$ cat config.mk
export PLATFORM = sky130hd
export DESIGN_NAME = bram_read_arbiter_flat
export DESIGN_NICKNAME = d
export VERILOG_FILES = /design/src/rtl/bram_read_arbiter_pkg.sv /design/src/rtl/bram_read_arbiter_if.sv /design/src/rtl/bram_read_arbiter_tag_pipe.sv /design/src/rtl/bram_read_arbiter.sv /design/src/flat_wrapper.sv
export SDC_FILE = /design/constraint.sdc
export NUM_CORES = 1
export LEC_CHECK = 0
export BUFFER_PORTS_ARGS = -buffer_cell sky130_fd_sc_hd__buf_2
export CAP_MARGIN = 20
export CORE_UTILIZATION = 43
export CTS_CLUSTER_DIAMETER = 100
export CTS_CLUSTER_SIZE = 24
export DETAILED_ROUTE_END_ITERATION = 10
export GPL_TIMING_DRIVEN = 0
export HOLD_SLACK_MARGIN = 0.02
export PLACE_DENSITY = 0.82
export SETUP_SLACK_MARGIN = 0.02
export SYNTH_ARGS = -nofsm -noshare
export SYNTH_HDL_FRONTEND = slang
export SYNTH_HIERARCHICAL = 1
export SYNTH_SLANG_ARGS = --single-unit
$ cat constraint.sdc
create_clock -name clk_100mhz -period 5.9 [get_ports clk_100mhz]
set_clock_uncertainty 0.15 [all_clocks]
set_input_delay 1.77 -clock clk_100mhz [delete_from_list [all_inputs] [get_ports clk_100mhz]]
set_output_delay 1.77 -clock clk_100mhz [all_outputs]
set_load 0.02 [all_outputs]
$ cat src/rtl/bram_read_arbiter_pkg.sv
// Shared definitions for the image BRAM read arbiter: FSM encoding, port ids
// and the default image geometry.
package bram_read_arbiter_pkg;

    typedef enum logic [1:0] {
        ST_IDLE = 2'd0,
        ST_OWN0 = 2'd1,
        ST_OWN1 = 2'd2
    } arb_state_e;

    localparam logic PORT0 = 1'b0;
    localparam logic PORT1 = 1'b1;

    localparam int IMG_ADDR_W = 13;
    localparam int IMG_DATA_W = 8;

    function automatic arb_state_e own_state(input logic port_id);
        return (port_id == PORT1) ? ST_OWN1 : ST_OWN0;
    endfunction

endpackage

$ cat src/rtl/bram_read_arbiter_if.sv
// Requester-side bundle of the BRAM read arbiter: two request/ack/grant/rvalid
// channels plus the broadcast read data.
interface bram_read_arbiter_if #(
    parameter int ADDR_W = bram_read_arbiter_pkg::IMG_ADDR_W,
    parameter int DATA_W = bram_read_arbiter_pkg::IMG_DATA_W
);
    logic              req0;
    logic [ADDR_W-1:0] addr0;
    logic              ack0;
    logic              gnt0;
    logic              rvalid0;
    logic              req1;
    logic [ADDR_W-1:0] addr1;
    logic              ack1;
    logic              gnt1;
    logic              rvalid1;
    logic [DATA_W-1:0] rdata;

    modport master (
        output req0, addr0, req1, addr1,
        input  ack0, gnt0, rvalid0, ack1, gnt1, rvalid1, rdata
    );

    modport slave (
        input  req0, addr0, req1, addr1,
        output ack0, gnt0, rvalid0, ack1, gnt1, rvalid1, rdata
    );
endinterface

$ cat src/rtl/bram_read_arbiter_tag_pipe.sv
// Read-tag shift register: follows each issued read for RD_LAT cycles so the
// returning BRAM word is flagged valid for the port that asked for it.
module bram_rd_tag_pipe
    import bram_read_arbiter_pkg::*;
#(
    parameter int RD_LAT = 1
) (
    input  logic clk_100mhz,
    input  logic reset_n,
    input  logic issue,
    input  logic issue_id,
    output logic rvalid0,
    output logic rvalid1,
    output logic any_valid
);

    logic [RD_LAT-1:0] valid_q, valid_d;
    logic [RD_LAT-1:0] id_q, id_d;

    always_comb begin
        valid_d    = '0;
        id_d       = '0;
        valid_d[0] = issue;
        id_d[0]    = issue_id;
        for (int i = 1; i < RD_LAT; i++) begin
            valid_d[i] = valid_q[i-1];
            id_d[i]    = id_q[i-1];
        end
    end

    always_ff @(posedge clk_100mhz or negedge reset_n) begin
        if (!reset_n) begin
            valid_q <= '0;
            id_q    <= '0;
        end else begin
            valid_q <= valid_d;
            id_q    <= id_d;
        end
    end

    assign rvalid0   = valid_q[RD_LAT-1] && (id_q[RD_LAT-1] == PORT0);
    assign rvalid1   = valid_q[RD_LAT-1] && (id_q[RD_LAT-1] == PORT1);
    assign any_valid = |valid_q;

endmodule

$ cat src/rtl/bram_read_arbiter.sv
// Two-port round-robin read arbiter for the image BRAM with burst locking;
// port 0 is the pixel streamer, port 1 the debug readback engine.
//
// state   | meaning
// IDLE    | no owner, BRAM idle
// OWN0    | port 0 owns the BRAM, each req0 cycle issues a read
// OWN1    | port 1 owns the BRAM, each req1 cycle issues a read
module bram_read_arbiter
    import bram_read_arbiter_pkg::*;
#(
    parameter int ADDR_W    = IMG_ADDR_W,
    parameter int DATA_W    = IMG_DATA_W,
    parameter int RD_LAT    = 1,
    parameter int MAX_BURST = 16
) (
    input  logic              clk_100mhz,
    input  logic              reset_n,
    bram_read_arbiter_if.slave bus,
    output logic              bram_en,
    output logic [ADDR_W-1:0] bram_addr,
    input  logic [DATA_W-1:0] bram_data,
    output logic              busy
);

    localparam int BW = (MAX_BURST > 1) ? $clog2(MAX_BURST) : 1;
    localparam logic [BW-1:0] BURST_LAST = BW'(MAX_BURST - 1);

    arb_state_e    state_q, state_d;
    logic [BW-1:0] burst_q, burst_d;
    logic          last_srv_q, last_srv_d;
    logic          gnt0_q, gnt0_d;
    logic          gnt1_q, gnt1_d;

    logic own_id;
    logic own_req;
    logic oth_req;
    logic issue;
    logic release_own;
    logic tag_busy;

    always_comb begin
        own_id  = (state_q == ST_OWN1) ? PORT1 : PORT0;
        own_req = 1'b0;
        oth_req = 1'b0;
        case (state_q)
            ST_OWN0: begin
                own_req = bus.req0;
                oth_req = bus.req1;
            end
            ST_OWN1: begin
                own_req = bus.req1;
                oth_req = bus.req0;
            end
            default: ;
        endcase
        issue       = own_req;
        release_own = (state_q != ST_IDLE) &&
                      (!own_req || (issue && (burst_q == BURST_LAST) && oth_req));
    end

    always_comb begin
        state_d    = state_q;
        burst_d    = burst_q;
        last_srv_d = last_srv_q;
        case (state_q)
            ST_IDLE: begin
                if (bus.req0 && bus.req1)
                    state_d = (last_srv_q == PORT1) ? ST_OWN0 : ST_OWN1;
                else if (bus.req0)
                    state_d = ST_OWN0;
                else if (bus.req1)
                    state_d = ST_OWN1;
            end
            default: begin
                if (release_own) begin
                    last_srv_d = own_id;
                    burst_d    = '0;
                    state_d    = oth_req ? own_state(~own_id) : ST_IDLE;
                end else if (issue) begin
                    // Lone requester keeps the BRAM; the counter just wraps
                    burst_d = (burst_q == BURST_LAST) ? '0 : burst_q + 1'b1;
                end
            end
        endcase
        gnt0_d = (state_d == ST_OWN0);
        gnt1_d = (state_d == ST_OWN1);
    end

    always_ff @(posedge clk_100mhz or negedge reset_n) begin
        if (!reset_n) begin
            state_q    <= ST_IDLE;
            burst_q    <= '0;
            last_srv_q <= PORT1;
            gnt0_q     <= 1'b0;
            gnt1_q     <= 1'b0;
        end else begin
            state_q    <= state_d;
            burst_q    <= burst_d;
            last_srv_q <= last_srv_d;
            gnt0_q     <= gnt0_d;
            gnt1_q     <= gnt1_d;
        end
    end

    assign bram_en   = issue;
    assign bram_addr = !issue ? '0 : ((own_id == PORT1) ? bus.addr1 : bus.addr0);

    assign bus.ack0  = issue && (state_q == ST_OWN0);
    assign bus.ack1  = issue && (state_q == ST_OWN1);
    assign bus.gnt0  = gnt0_q;
    assign bus.gnt1  = gnt1_q;
    assign bus.rdata = bram_data;

    bram_rd_tag_pipe #(
        .RD_LAT(RD_LAT)
    ) u_tag_pipe (
        .clk_100mhz(clk_100mhz),
        .reset_n   (reset_n),
        .issue     (issue),
        .issue_id  (own_id),
        .rvalid0   (bus.rvalid0),
        .rvalid1   (bus.rvalid1),
        .any_valid (tag_busy)
    );

    assign busy = (state_q != ST_IDLE) || tag_busy;

endmodule

$ cat src/flat_wrapper.sv
// flat-port wrapper written by rule: the top's interface ports become plain ports
module bram_read_arbiter_flat import bram_read_arbiter_pkg::*;
#(
    parameter int ADDR_W    = IMG_ADDR_W,
    parameter int DATA_W    = IMG_DATA_W,
    parameter int RD_LAT    = 1,
    parameter int MAX_BURST = 16
)
  (clk_100mhz, reset_n, bram_en, bram_addr, bram_data, busy, bus_req0, bus_addr0, bus_req1, bus_addr1, bus_ack0, bus_gnt0, bus_rvalid0, bus_ack1, bus_gnt1, bus_rvalid1, bus_rdata);
  bram_read_arbiter_if #(.ADDR_W(ADDR_W), .DATA_W(DATA_W)) bus_i ();
  input  logic clk_100mhz;
  input  logic reset_n;
  output logic bram_en;
  output logic [ADDR_W-1:0] bram_addr;
  input  logic [DATA_W-1:0] bram_data;
  output logic busy;
  input wire logic [$bits(bus_i.req0)-1:0] bus_req0;
  input wire logic [$bits(bus_i.addr0)-1:0] bus_addr0;
  input wire logic [$bits(bus_i.req1)-1:0] bus_req1;
  input wire logic [$bits(bus_i.addr1)-1:0] bus_addr1;
  output wire logic [$bits(bus_i.ack0)-1:0] bus_ack0;
  output wire logic [$bits(bus_i.gnt0)-1:0] bus_gnt0;
  output wire logic [$bits(bus_i.rvalid0)-1:0] bus_rvalid0;
  output wire logic [$bits(bus_i.ack1)-1:0] bus_ack1;
  output wire logic [$bits(bus_i.gnt1)-1:0] bus_gnt1;
  output wire logic [$bits(bus_i.rvalid1)-1:0] bus_rvalid1;
  output wire logic [$bits(bus_i.rdata)-1:0] bus_rdata;
  assign bus_i.req0 = bus_req0;
  assign bus_i.addr0 = bus_addr0;
  assign bus_i.req1 = bus_req1;
  assign bus_i.addr1 = bus_addr1;
  assign bus_ack0 = bus_i.ack0;
  assign bus_gnt0 = bus_i.gnt0;
  assign bus_rvalid0 = bus_i.rvalid0;
  assign bus_ack1 = bus_i.ack1;
  assign bus_gnt1 = bus_i.gnt1;
  assign bus_rvalid1 = bus_i.rvalid1;
  assign bus_rdata = bus_i.rdata;
  bram_read_arbiter #(.ADDR_W(ADDR_W), .DATA_W(DATA_W), .RD_LAT(RD_LAT), .MAX_BURST(MAX_BURST)) u_core (.clk_100mhz(clk_100mhz), .reset_n(reset_n), .bus(bus_i), .bram_en(bram_en), .bram_addr(bram_addr), .bram_data(bram_data), .busy(busy));
endmodule
==> results.sh, run 1 <==
export IMPL_hp_class="reg2reg"
export IMPL_grt_ovfl_total=0
export IMPL_start_util_pct=45.8
export IMPL_synthMuxAreaShare_pct=14.0
export IMPL_firstDrtPassIters=4
export IMPL_cts_root_buf="clkbuf_4"
export IMPL_crit_top_cell="buf_2"
export IMPL_crit_required_ps=3980
export IMPL_path_cells="buf_6 > a22oi_2 > nand2b_4 > buf_2 > nor2_1 > buf_2"
export IMPL_rsz0062_at_grt="false"
export IMPL_hpwl_um=2010
export IMPL_crit_path_top_delay_cell="a22oi_2"
export IMPL_htreeDepth=1
export IMPL_end_kind="output port"
export IMPL_core_um2=2210
export IMPL_cts_hold_buf=0
export IMPL_synth_yosys_warnings=6
export IMPL_die_h_um=50.6
export IMPL_final_fill_count=203
export IMPL_yosys_area_share_adder_pct=6.17
export IMPL_timing_fmax_mhz=215
export IMPL_nets=220
export IMPL_post_cts_setup_buffers=0
export IMPL_clockBufferDepth=2
export IMPL_cts_tree="yes"
export IMPL_route_detailed_wl_per_inst_um=12.1
export IMPL_cp_start_kind="input port"
export IMPL_n_antenna_cell=0
export IMPL_antenna_found_initial=0
export IMPL_io_pins=67
export IMPL_cts_made_buffers=3
export IMPL_fp_dieArea_um2=2560
export IMPL_synth_seq_cells=11
export IMPL_arrival_ps=2740
export IMPL_critPathMaxFanout=10
export IMPL_grt_max_degree=12
export IMPL_postCtsResizedCells=0
export IMPL_worst_slew_pin_slew_ps=327
export IMPL_wirelength_um=2470
export IMPL_final_antenna_net_count=0
export IMPL_synth_distinct_cells=42
export IMPL_drv_cap=0
export IMPL_syn_to_final_growth_pct=33.8
export IMPL_hold_viol=0
export IMPL_synth_top_family_by_area="simple AND/OR/NAND/NOR gates"
export IMPL_setup_viol=0
export IMPL_max_slew_margin_rel_pct=78.2
export IMPL_rows=17
export IMPL_drc_errors=0
export IMPL_grt_usage_pct=20.2
export IMPL_num_vias=1013
export IMPL_synth_compound_area_share_pct=19.1
export IMPL_slew_violations=0
export IMPL_grt_pass1_vias=897
export IMPL_p_per_area_nw_per_um2=410
export IMPL_clkLatencyLatePin_ps=270
export IMPL_syn_area_um2=1010
export IMPL_synth_avg_cell_area_um2=8.74
export IMPL_leakagePower_nw=0.753
export IMPL_fin_setup_tns_ps=0
export IMPL_drtIter0Drc=17
export IMPL_pre_cts_ws_ps=1250
export IMPL_criticalPathCategory="in2out"
export IMPL_syn_inst=116
export IMPL_critPathMaxStageDelay_ps=210
export IMPL_min_period_over_period_pct=78.9
export IMPL_drive_gt1_share_pct=48.3
export IMPL_synth_simple_area_share_pct=21.5
export IMPL_setup_ws_ps=1240
export IMPL_status="finished, final reports clean"
export IMPL_clock_sinks=11
export IMPL_place_congestion=0.755
export IMPL_port_buffers=56
export IMPL_fin_crit_ps=4660
export IMPL_grt_pass1_wl_um=3890
export IMPL_cp_num_buf_inv=3
export IMPL_ys_flop_type="dfrtp_1"
export IMPL_synth_async_reset_ratio_pct=100
export IMPL_synth_edf_count=0
export IMPL_synth_fp_nets=159
export IMPL_path_delay_family="buffers and inverters"
export IMPL_irDropWorstVdd_uv=265
export IMPL_die_w_um=50.6
export IMPL_synthXorXnorAreaFrac_pct=0
export IMPL_yosysSeqAreaShare_pct=27.3
export IMPL_clk_pin_slew_ps=70
export IMPL_viasPerCell=4.97
==> cell families after synthesis <==
kind of cell | after synthesis
flops | 11
compound gates | 23
buf+inv | 19
fa+ha+maj | 5
mux | 14
simple gates | 44
==> tightest hold or removal path: stages, from the launching register on <==
cell     delay [ps]
dfrtp_1         370
nand2_1          60
o21ai_0          60
==> routing by layer <==
layer / routed length [um] / global-route usage [%] / vias to the layer above
li1: - / - / 517
met1: 1040 / 24.0 / 454
met2: 1270 / 36.0 / 40
met3: 130 / 1.82 / 2
met4: 27 / 9.72 / 0
met5: 0 / 0 / -
==> cells in the final DEF, fill, tap and decap left out, types with 3 or more instances in the layout <==
master,netlist,layout
dfrtp_1,10,10
buf_2,4,60
o21ai_0,5,5
clkbuf_4,0,3
ha_1,5,5
nand2b_1,3,3
mux2i_1,13,13
buf_4,8,8
inv_1,3,3
nand2_1,7,7
nor2_1,20,20
==> state kept, by name, summed over array words and instances, names as in the netlist <==
name	count
u_core/burst_q	4
u_core/state_q	2
u_core/bus.gnt0	1
u_core/bus.gnt1	1
u_core/last_srv_q	1
u_core/u_tag_pipe/any_valid	1
u_core/u_tag_pipe/id_q	1
==> cells in the mapped netlist (all sizes together), types with 2 or more instances <==
| cell | instances | area share, % |
|---|---|---|
| mux2i | 13 | 13 |
| nor2 | 20 | 7.4 |
| buf | 14 | 10 |
| nand3 | 2 | 0.99 |
| a21oi | 2 | 2.1 |
| a211oi | 3 | 3.2 |
| o21ai | 6 | 3.0 |
| o2bb2ai | 2 | 1.7 |
| a22oi | 2 | 2.0 |
| and2 | 3 | 2.0 |
| and3 | 2 | 1.2 |
| nand2 | 7 | 2.6 |
| a22o | 2 | 1.9 |
| ha | 5 | 6.2 |
| dfrtp | 10 | 25 |
| nand2b | 4 | 3.2 |
| inv | 4 | 1.5 |
==> where the power goes <==
part           switching (mW)  internal (mW)
Sequential             0.0201          0.108
Clock                  0.0267         0.0251
Combinational           0.223          0.154
Total                   0.270          0.287
==> per-stage QoR <==
stage	utilization (%)	std cells	hold WS, ps	power (mW)	area, um2
2_1_floorplan	-	116	325	0.413	1010
3_3_place_gp	60.1	200	346	0.489	1330
3_5_place_dp	60.1	200	360	0.506	1330
4_1_cts	61.3	204	377	0.560	1360
5_1_grt	61.3	204	403	0.602	1360
6_report	61.3	204	371	0.556	1360
==> path summary, 6_finish.rpt <==
| path | startpoint | endpoint | slack [ps] | cells after the start |
|---|---|---|---|---|
| max | bus_req1 | bram_addr[5] | 1240 | 6 |
| min in group asynchronous | reset_n | u_core/u_tag_pipe/id_q$_DFF_PN0_ | 1200 | 1 |
| max in group asynchronous | reset_n | u_core/last_srv_q$_DFFE_PN1P_ | 4130 | 1 |
| min | u_core/burst_q[1]$_DFFE_PN0P_ | u_core/burst_q[1]$_DFFE_PN0P_ | 370 | 2 |
| min reg2reg | u_core/burst_q[1]$_DFFE_PN0P_ | u_core/burst_q[1]$_DFFE_PN0P_ | 370 | 2 |
| max reg2reg | u_core/state_q[0]$_DFF_PN0_ | u_core/bus.gnt1$_DFF_PN0_ | 3870 | 6 |
==> layout make-up <==
| class | instances | area (um2) | area share, % |
|---|---|---|---|
| Buffer | 15 | 106 | 7.84 |
| Timing Repair Buffer | 56 | 280 | 20.7 |
| Tap cell | 28 | 35.0 | 2.58 |
| Sequential cell | 11 | 277 | 20.4 |
| Clock inverter | 1 | 5.00 | 0.369 |
| Inverter | 4 | 15.0 | 1.11 |
| Multi-Input combinational cell | 86 | 616 | 45.4 |
| Clock buffer | 3 | 22.5 | 1.66 |
(Power assumes the default switching activity.)
==> run 2: changes to the inputs <==
--- a/config.mk
+++ b/config.mk
@@ -5,15 +5,16 @@
 export SDC_FILE = /design/constraint.sdc
 export NUM_CORES = 1
 export LEC_CHECK = 0
+export ABC_AREA = 1
 export BUFFER_PORTS_ARGS = -buffer_cell sky130_fd_sc_hd__buf_2
 export CAP_MARGIN = 20
-export CORE_UTILIZATION = 43
+export CORE_UTILIZATION = 40
 export CTS_CLUSTER_DIAMETER = 100
 export CTS_CLUSTER_SIZE = 24
 export DETAILED_ROUTE_END_ITERATION = 10
 export GPL_TIMING_DRIVEN = 0
 export HOLD_SLACK_MARGIN = 0.02
-export PLACE_DENSITY = 0.82
+export PLACE_DENSITY = 0.79
 export SETUP_SLACK_MARGIN = 0.02
 export SYNTH_ARGS = -nofsm -noshare
 export SYNTH_HDL_FRONTEND = slang
==> constraint.sdc (replaced) <==
create_clock -name clk_100mhz -period 4.7 [get_ports clk_100mhz]
set_clock_uncertainty 0.15 [all_clocks]
set_input_delay 1.41 -clock clk_100mhz [delete_from_list [all_inputs] [get_ports clk_100mhz]]
set_output_delay 1.41 -clock clk_100mhz [all_outputs]
set_load 0.02 [all_outputs]
==> run 2 against run 1 <==
- worst setup slack got worse by 610 ps
- count of clock-buffer cells in the layout rose by 1
- via count rose by 5.8%
- design area is 5.9% lower
- total power rose by 34%
- clock power is 21% higher
- synthesized cell count rose by 22%
- critical path depth is 1 higher
- cell count grew 13%
- largest cell class unchanged
==> results.sh, run 2 <==
export IMPL_status="finished, final reports clean"
export IMPL_p_sw_share_pct=53.6
export IMPL_die_w_um=50.1
export IMPL_arrival_ps=2510
export IMPL_fp_dieArea_um2=2510
export IMPL_synth_edf_count=0
export IMPL_drv_cap=0
export IMPL_final_cell_mix="buf_2, nand2_1, a21oi_1"
export IMPL_synth_distinct_cells=19
export IMPL_leakagePower_nw=0.766
export IMPL_met2_usage_pct=32.9
export IMPL_synth_area_leaders="dfrtp_1, nand2_1, a21oi_1"
export IMPL_clock_sinks=11
export IMPL_synth_fp_nets=184
export IMPL_crit_required_ps=3140
export IMPL_synth_seq_cells=11
export IMPL_fin_util_pct=58.3
export IMPL_viasPerCell=4.64
export IMPL_slew_violations=0
export IMPL_seq_power_share_pct=22.4
export IMPL_place_congestion=0.749
export IMPL_grt_usage_pct=18.6
export IMPL_htreeDepth=1
export IMPL_ys_flop_type="dfrtp_1"
export IMPL_io_pins=67
export IMPL_grt_busiest_layer="met2"
export IMPL_fin_setup_tns_ps=0
export IMPL_critPathMaxFanout=10
export IMPL_hold_viol=0
export IMPL_max_slew_margin_rel_pct=72.6
export IMPL_grt_pass1_wl_um=3530
export IMPL_p_sw_mw=0.399
export IMPL_grt_pass1_vias=881
export IMPL_cp_start_kind="input port"
export IMPL_yosysSeqAreaShare_pct=29.9
export IMPL_irDropWorstVdd_uv=295
export IMPL_die_h_um=50.1
export IMPL_criticalPathCategory="in2out"
export IMPL_final_fill_count=231
export IMPL_worst_slew_pin_slew_ps=411
export IMPL_cts_root_buf="clkbuf_4"
export IMPL_route_detailed_wl_per_inst_um=9.10
export IMPL_drive_gt1_share_pct=39.4
export IMPL_num_vias=1072
export IMPL_top_register="u_core/burst_q"
export IMPL_ys_top_cells_by_count="nand2_1, a21oi_1, inv_1, dfrtp_1"
export IMPL_syn_inst=141
export IMPL_postCtsResizedCells=0
export IMPL_port_buffers=58
export IMPL_hpwl_um=1770
export IMPL_clockBufferDepth=2
export IMPL_use_met3_pct=3.40
export IMPL_firstDrtPassIters=4
export IMPL_setup_viol=0
export IMPL_synth_top_area_cell="dfrtp_1"
export IMPL_synth_yosys_warnings=6
export IMPL_final_antenna_net_count=0
export IMPL_n_antenna_cell=0
export IMPL_drtIter0Drc=13
export IMPL_drc_errors=0
export IMPL_rsz0062_at_grt="false"
export IMPL_synth_async_reset_ratio_pct=100
export IMPL_nets=247
export IMPL_p_clk_share_pct=8.4
export IMPL_cts_made_buffers=3
export IMPL_cts_hold_buf=0
export IMPL_fin_crit_ps=4070
export IMPL_core_um2=2190
export IMPL_top_regs="u_core/burst_q (4), u_core/state_q (2)"
export IMPL_clk_pin_slew_ps=70
export IMPL_wirelength_um=2100
export IMPL_grt_max_degree=12
export IMPL_synth_most_common_cell="nand2_1"
export IMPL_hp_class="reg2reg"
export IMPL_rows=17
export IMPL_syn_to_final_growth_pct=38.0
export IMPL_end_kind="output port"
export IMPL_largest_reg_flops=4
export IMPL_layout_cells_most_common="buf_2"
export IMPL_timing_fmax_mhz=246
export IMPL_min_period_over_period_pct=86.6
export IMPL_antenna_found_initial=0
export IMPL_internal_power_mw=0.346
export IMPL_syn_area_um2=925
export IMPL_start_util_pct=42.2
export IMPL_combPwrFrac_pct=69.2
export IMPL_grtUsageMet1_pct=21.1
export IMPL_p_per_area_nw_per_um2=584
export IMPL_synth_avg_cell_area_um2=6.56
export IMPL_post_cts_setup_buffers=0
export IMPL_synth_top_cell_area_share_pct=27.1
export IMPL_cts_tree="yes"
export IMPL_grt_ovfl_total=0
export IMPL_clkLatencyLatePin_ps=260
[run 2: changes by cell type after synthesis, moves of 3 or more]
cell      delta
a21oi_1     +15
buf_2        -3
inv_1       +11
mux2i_1     -13
nand2_1     +44
nand2_2      +3
nand2b_1     -3
nand3_1      +6
nor2_1      -11
[run 2: cells by family (layout without fill, tap and decap cells)]
kind of cell,Yosys count,count (layout),share of synthesized area [%]
fa+ha+maj,5,5,6.77
flops,11,11,29.9
simple gates,75,75,34.5
buf+inv,27,89,14.7
compound gates,23,23,14.1
[run 2: path summary, 6_finish.rpt]
kind / from / to / slack [ps] / cells after the start
max in group asynchronous: reset_n / u_core/last_srv_q$_DFFE_PN1P_ / 3290 / 1
setup / recovery: bus_req1 / bram_addr[6] / 630 / 7
min in group asynchronous: reset_n / u_core/burst_q[1]$_DFFE_PN0P_ / 850 / 1
hold reg to reg: u_core/last_srv_q$_DFFE_PN1P_ / u_core/last_srv_q$_DFFE_PN1P_ / 350 / 2
setup reg to reg: u_core/state_q[0]$_DFF_PN0_ / u_core/bus.gnt0$_DFF_PN0_ / 2750 / 11
hold / removal: u_core/last_srv_q$_DFFE_PN1P_ / u_core/last_srv_q$_DFFE_PN1P_ / 350 / 2
[run 2: critical path, cell delays in order]
cell,delay [ps]
buf_2,130
nand2_2,70
a21oi_4,230
inv_1,140
buf_2,200
a21oi_1,130
buf_2,180
[run 2: per-stage QoR]
| stage | area [um2] | setup slack (ps) | instances | total power [mW] | hold WS, ps |
|---|---|---|---|---|---|
| after floorplan | 925 | 717 | 141 | 0.552 | 315 |
| after global placement | 1250 | 575 | 227 | 0.680 | 326 |
| after detailed placement | 1250 | 596 | 227 | 0.688 | 350 |
| after CTS | 1280 | 594 | 231 | 0.753 | 353 |
| after global routing | 1280 | 500 | 231 | 0.825 | 362 |
| final | 1280 | 631 | 231 | 0.745 | 353 |
[run 2: cell type report]
cell class / count / area, um2 / area share, %
Buffer: 12 / 80.1 / 6.27
Inverter: 15 / 56.3 / 4.41
Sequential cell: 11 / 277 / 21.7
Clock buffer: 4 / 26.3 / 2.06
Multi-Input combinational cell: 103 / 512 / 40.1
Tap cell: 28 / 35.0 / 2.75
Timing Repair Buffer: 58 / 290 / 22.7
[run 2: layer usage]
metal | wire [um] | part of all wire, %
met4 | 14 | 0.67
met5 | 0 | 0
met3 | 186 | 8.9
met2 | 1030 | 49
met1 | 869 | 41
[run 2: power by group through the flow]
stage               Combinational [mW]  Clock, mW  Sequential (mW)
finish                           0.516     0.0627            0.167
global route                     0.583     0.0709            0.171
CTS                              0.520     0.0660            0.167
detailed placement               0.520          0            0.168
global placement                 0.513          0            0.166
floorplan                        0.381          0            0.171
==> run 3: changes to the inputs <==
--- a/config.mk
+++ b/config.mk
@@ -14,9 +14,8 @@
 export DETAILED_ROUTE_END_ITERATION = 10
 export GPL_TIMING_DRIVEN = 0
 export HOLD_SLACK_MARGIN = 0.02
-export PLACE_DENSITY = 0.79
+export PLACE_DENSITY = 0.8
 export SETUP_SLACK_MARGIN = 0.02
 export SYNTH_ARGS = -nofsm -noshare
 export SYNTH_HDL_FRONTEND = slang
-export SYNTH_HIERARCHICAL = 1
 export SYNTH_SLANG_ARGS = --single-unit
==> run 3 against run 2 <==
- core utilization rose by 2.8 points
- area after synthesis down 3.1%
- routed wire length grew 12%
- worst setup slack got worse by 43 ps
- count of clock-buffer cells in the layout is the same
- sequential power is 4% lower
- cell count shrank 5.6%
- maximum frequency decreased by 1.0%
- worst hold slack worse by 6.3 ps
- global-route usage increased by 1.8 points
==> results.sh, run 3 <==
export IMPL_start_util_pct=43.9
export IMPL_path_delay_family="buffers and inverters"
export IMPL_p_sw_mw=0.361
export IMPL_drc_errors=0
export IMPL_rsz0062_at_grt="false"
export IMPL_drive_gt1_share_pct=42.9
export IMPL_arrival_ps=2550
export IMPL_wl_met2_um=1310
export IMPL_grt_pass1_wl_um=3840
export IMPL_internal_power_mw=0.322
export IMPL_route_detailed_wl_per_inst_um=10.8
export IMPL_fin_crit_ps=4110
export IMPL_path_depth=7
export IMPL_setup_viol=0
export IMPL_met1Wirelength_um=883
export IMPL_power_mw=0.683
export IMPL_nets=235
export IMPL_regArea_um2=277
export IMPL_worst_r2r_path_depth=9
export IMPL_multi_input_area_um2=490
export IMPL_final_fill_count=183
export IMPL_final_antenna_net_count=0
export IMPL_cts_hold_buf=0
export IMPL_top_regs="u_core.burst_q (4), u_core.state_q (2)"
export IMPL_synth_seq_cells=11
export IMPL_io_pins=67
export IMPL_drtIter0Drc=13
export IMPL_postCtsResizedCells=0
export IMPL_final_area_um2=1250
export IMPL_slew_violations=0
export IMPL_layout_cells_most_common="buf_2"
export IMPL_place_congestion=0.808
export IMPL_end_kind="output port"
export IMPL_cp_num_buf_inv=4
export IMPL_synth_edf_count=0
export IMPL_seq_power_share_pct=23.4
export IMPL_min_delay_path_depth=2
export IMPL_setup_ws_ps=588
export IMPL_n_antenna_cell=0
export IMPL_synth_avg_cell_area_um2=6.94
export IMPL_p_per_area_nw_per_um2=548
export IMPL_grt_usage_pct=20.4
export IMPL_hp_class="reg2reg"
export IMPL_yosysSeqAreaShare_pct=30.9
export IMPL_synth_most_common_cell="nand2_1"
export IMPL_cts_made_buffers=3
export IMPL_syn_area_um2=896
export IMPL_synth_fp_nets=172
export IMPL_crit_required_ps=3140
export IMPL_grt_pass1_vias=955
export IMPL_timing_fmax_mhz=243
export IMPL_ys_flop_type="dfrtp_1"
export IMPL_clkLatencyLatePin_ps=270
export IMPL_cp_start_kind="input port"
export IMPL_fp_dieArea_um2=2430
export IMPL_pre_cts_ws_ps=609
export IMPL_irDropWorstVdd_uv=267
export IMPL_core_um2=2040
export IMPL_port_buffers=58
export IMPL_synth_top_cell_area_share_pct=27.9
export IMPL_leakagePower_nw=0.723
export IMPL_drv_cap=0
export IMPL_holdWs_ps=347
export IMPL_cts_root_buf="clkbuf_4"
export IMPL_synth_distinct_cells=26
export IMPL_synth_yosys_warnings=0
export IMPL_clockBufferDepth=2
export IMPL_synth_area_leaders="dfrtp_1, nand2_1, a21oi_1"
export IMPL_viasPerCell=4.73
export IMPL_syn_to_final_growth_pct=39.1
export IMPL_largest_reg_flops=4
export IMPL_grt_ovfl_total=0
export IMPL_crit_top_cell="buf_2"
export IMPL_synth_top_area_cell="dfrtp_1"
export IMPL_p_sw_share_pct=52.8
export IMPL_top_register="u_core.burst_q"
export IMPL_criticalPathCategory="in2out"
export IMPL_firstDrtPassIters=4
export IMPL_status="finished, final reports clean"
export IMPL_htreeDepth=1
export IMPL_wirelength_um=2360
export IMPL_rows=16
export IMPL_combPwrFrac_pct=67.0
export IMPL_grt_max_degree=12
export IMPL_hpwl_um=1920
export IMPL_worst_slew_pin_slew_ps=385
export IMPL_synth_async_reset_ratio_pct=100
export IMPL_die_w_um=49.3
export IMPL_min_period_over_period_pct=87.5
export IMPL_num_vias=1032
export IMPL_path_cells="buf_2 > nand2_2 > a21oi_4 > inv_1 > buf_2 > a21oi_1 > buf_2"
export IMPL_syn_inst=129
export IMPL_die_h_um=49.3
export IMPL_cts_tree="yes"
export IMPL_dr_wl_met3_um=137
export IMPL_top_layer_used="met4"
export IMPL_hold_viol=0
export IMPL_clock_sinks=11
export IMPL_critPathMaxFanout=10
export IMPL_clk_pin_slew_ps=70
export IMPL_place_area_um2=1220
export IMPL_ys_top_cells_by_count="nand2_1, a21oi_1, inv_1, dfrtp_1, buf_4"
export IMPL_final_cell_mix="buf_2, nand2_1, a21oi_1"
export IMPL_crit_path_top_delay_cell="a21oi_4"
export IMPL_antenna_found_initial=0
export IMPL_critPathMaxStageDelay_ps=220
export IMPL_p_clk_share_pct=9.6
export IMPL_post_cts_setup_buffers=0
export IMPL_max_slew_margin_rel_pct=74.4
export IMPL_fin_setup_tns_ps=0
-- run 3: metal layers --
metal,global-route usage [%],vias to the layer above
li1,-,525
met1,19.5,458
met2,41.1,45
met3,2.80,4
met4,9.80,0
met5,0,-
-- run 3: kinds of logic (layout without fill, tap and decap cells) --
family,after synthesis,count (layout),share of synthesized area (%)
adders and majority gates,5,5,6.98
xor gates and xnor gates,1,1,0.978
AOI/OAI and AO/OA,23,23,15.2
DFF,11,11,30.9
and+or+nand+nor,64,64,31.6
buffers and inverters,25,87,14.4
-- run 3: worst paths after layout --
check                                                end                          start  slack [ps]
max reg2reg                    u_core.bus.gnt0$_DFF_PN0_    u_core.state_q[0]$_DFF_PN0_        2820
max in group asynchronous  u_core.last_srv_q$_DFFE_PN1P_                        reset_n        3290
min                        u_core.last_srv_q$_DFFE_PN1P_  u_core.last_srv_q$_DFFE_PN1P_         350
min reg2reg                u_core.last_srv_q$_DFFE_PN1P_  u_core.last_srv_q$_DFFE_PN1P_         350
max                                         bram_addr[9]                       bus_req1         590
min in group asynchronous  u_core.burst_q[3]$_DFFE_PN0P_                        reset_n         850
-- run 3: stage by stage --
| step | instances | utilization [%] |
|---|---|---|
| 2_1_floorplan | 129 | - |
| 3_3_place_gp | 214 | 59.7 |
| 3_5_place_dp | 214 | 59.7 |
| 4_1_cts | 218 | 61.0 |
| 5_1_grt | 218 | 61.0 |
| 6_report | 218 | 61.0 |
-- run 3: final cells by class --
cell class / instances / share of cell area [%]
plain buffers: 12 / 6.43
clock buffers: 4 / 2.11
inverters: 13 / 3.92
multi-input cells: 93 / 39.4
flip-flops and latches: 11 / 22.2
well taps: 27 / 2.71
repair buffers: 58 / 23.3
-- run 3: power groups by stage --
stage | Combinational [mW] | Clock, mW | Sequential (mW)
2_1_floorplan | 0.334 | 0 | 0.164
3_3_place_gp | 0.441 | 0 | 0.157
3_5_place_dp | 0.460 | 0 | 0.161
4_1_cts | 0.462 | 0.0679 | 0.159
5_1_grt | 0.513 | 0.0719 | 0.163
6_report | 0.458 | 0.0658 | 0.160
-- run 3: worst reg2reg max path: cells and delay by family, from the launching register on --
kind | cells | cell delay [ps]
compound gates | 3 | 530
flops | 1 | 400
buf+inv | 2 | 290
simple gates | 3 | 220
fa+ha+maj | 1 | 190
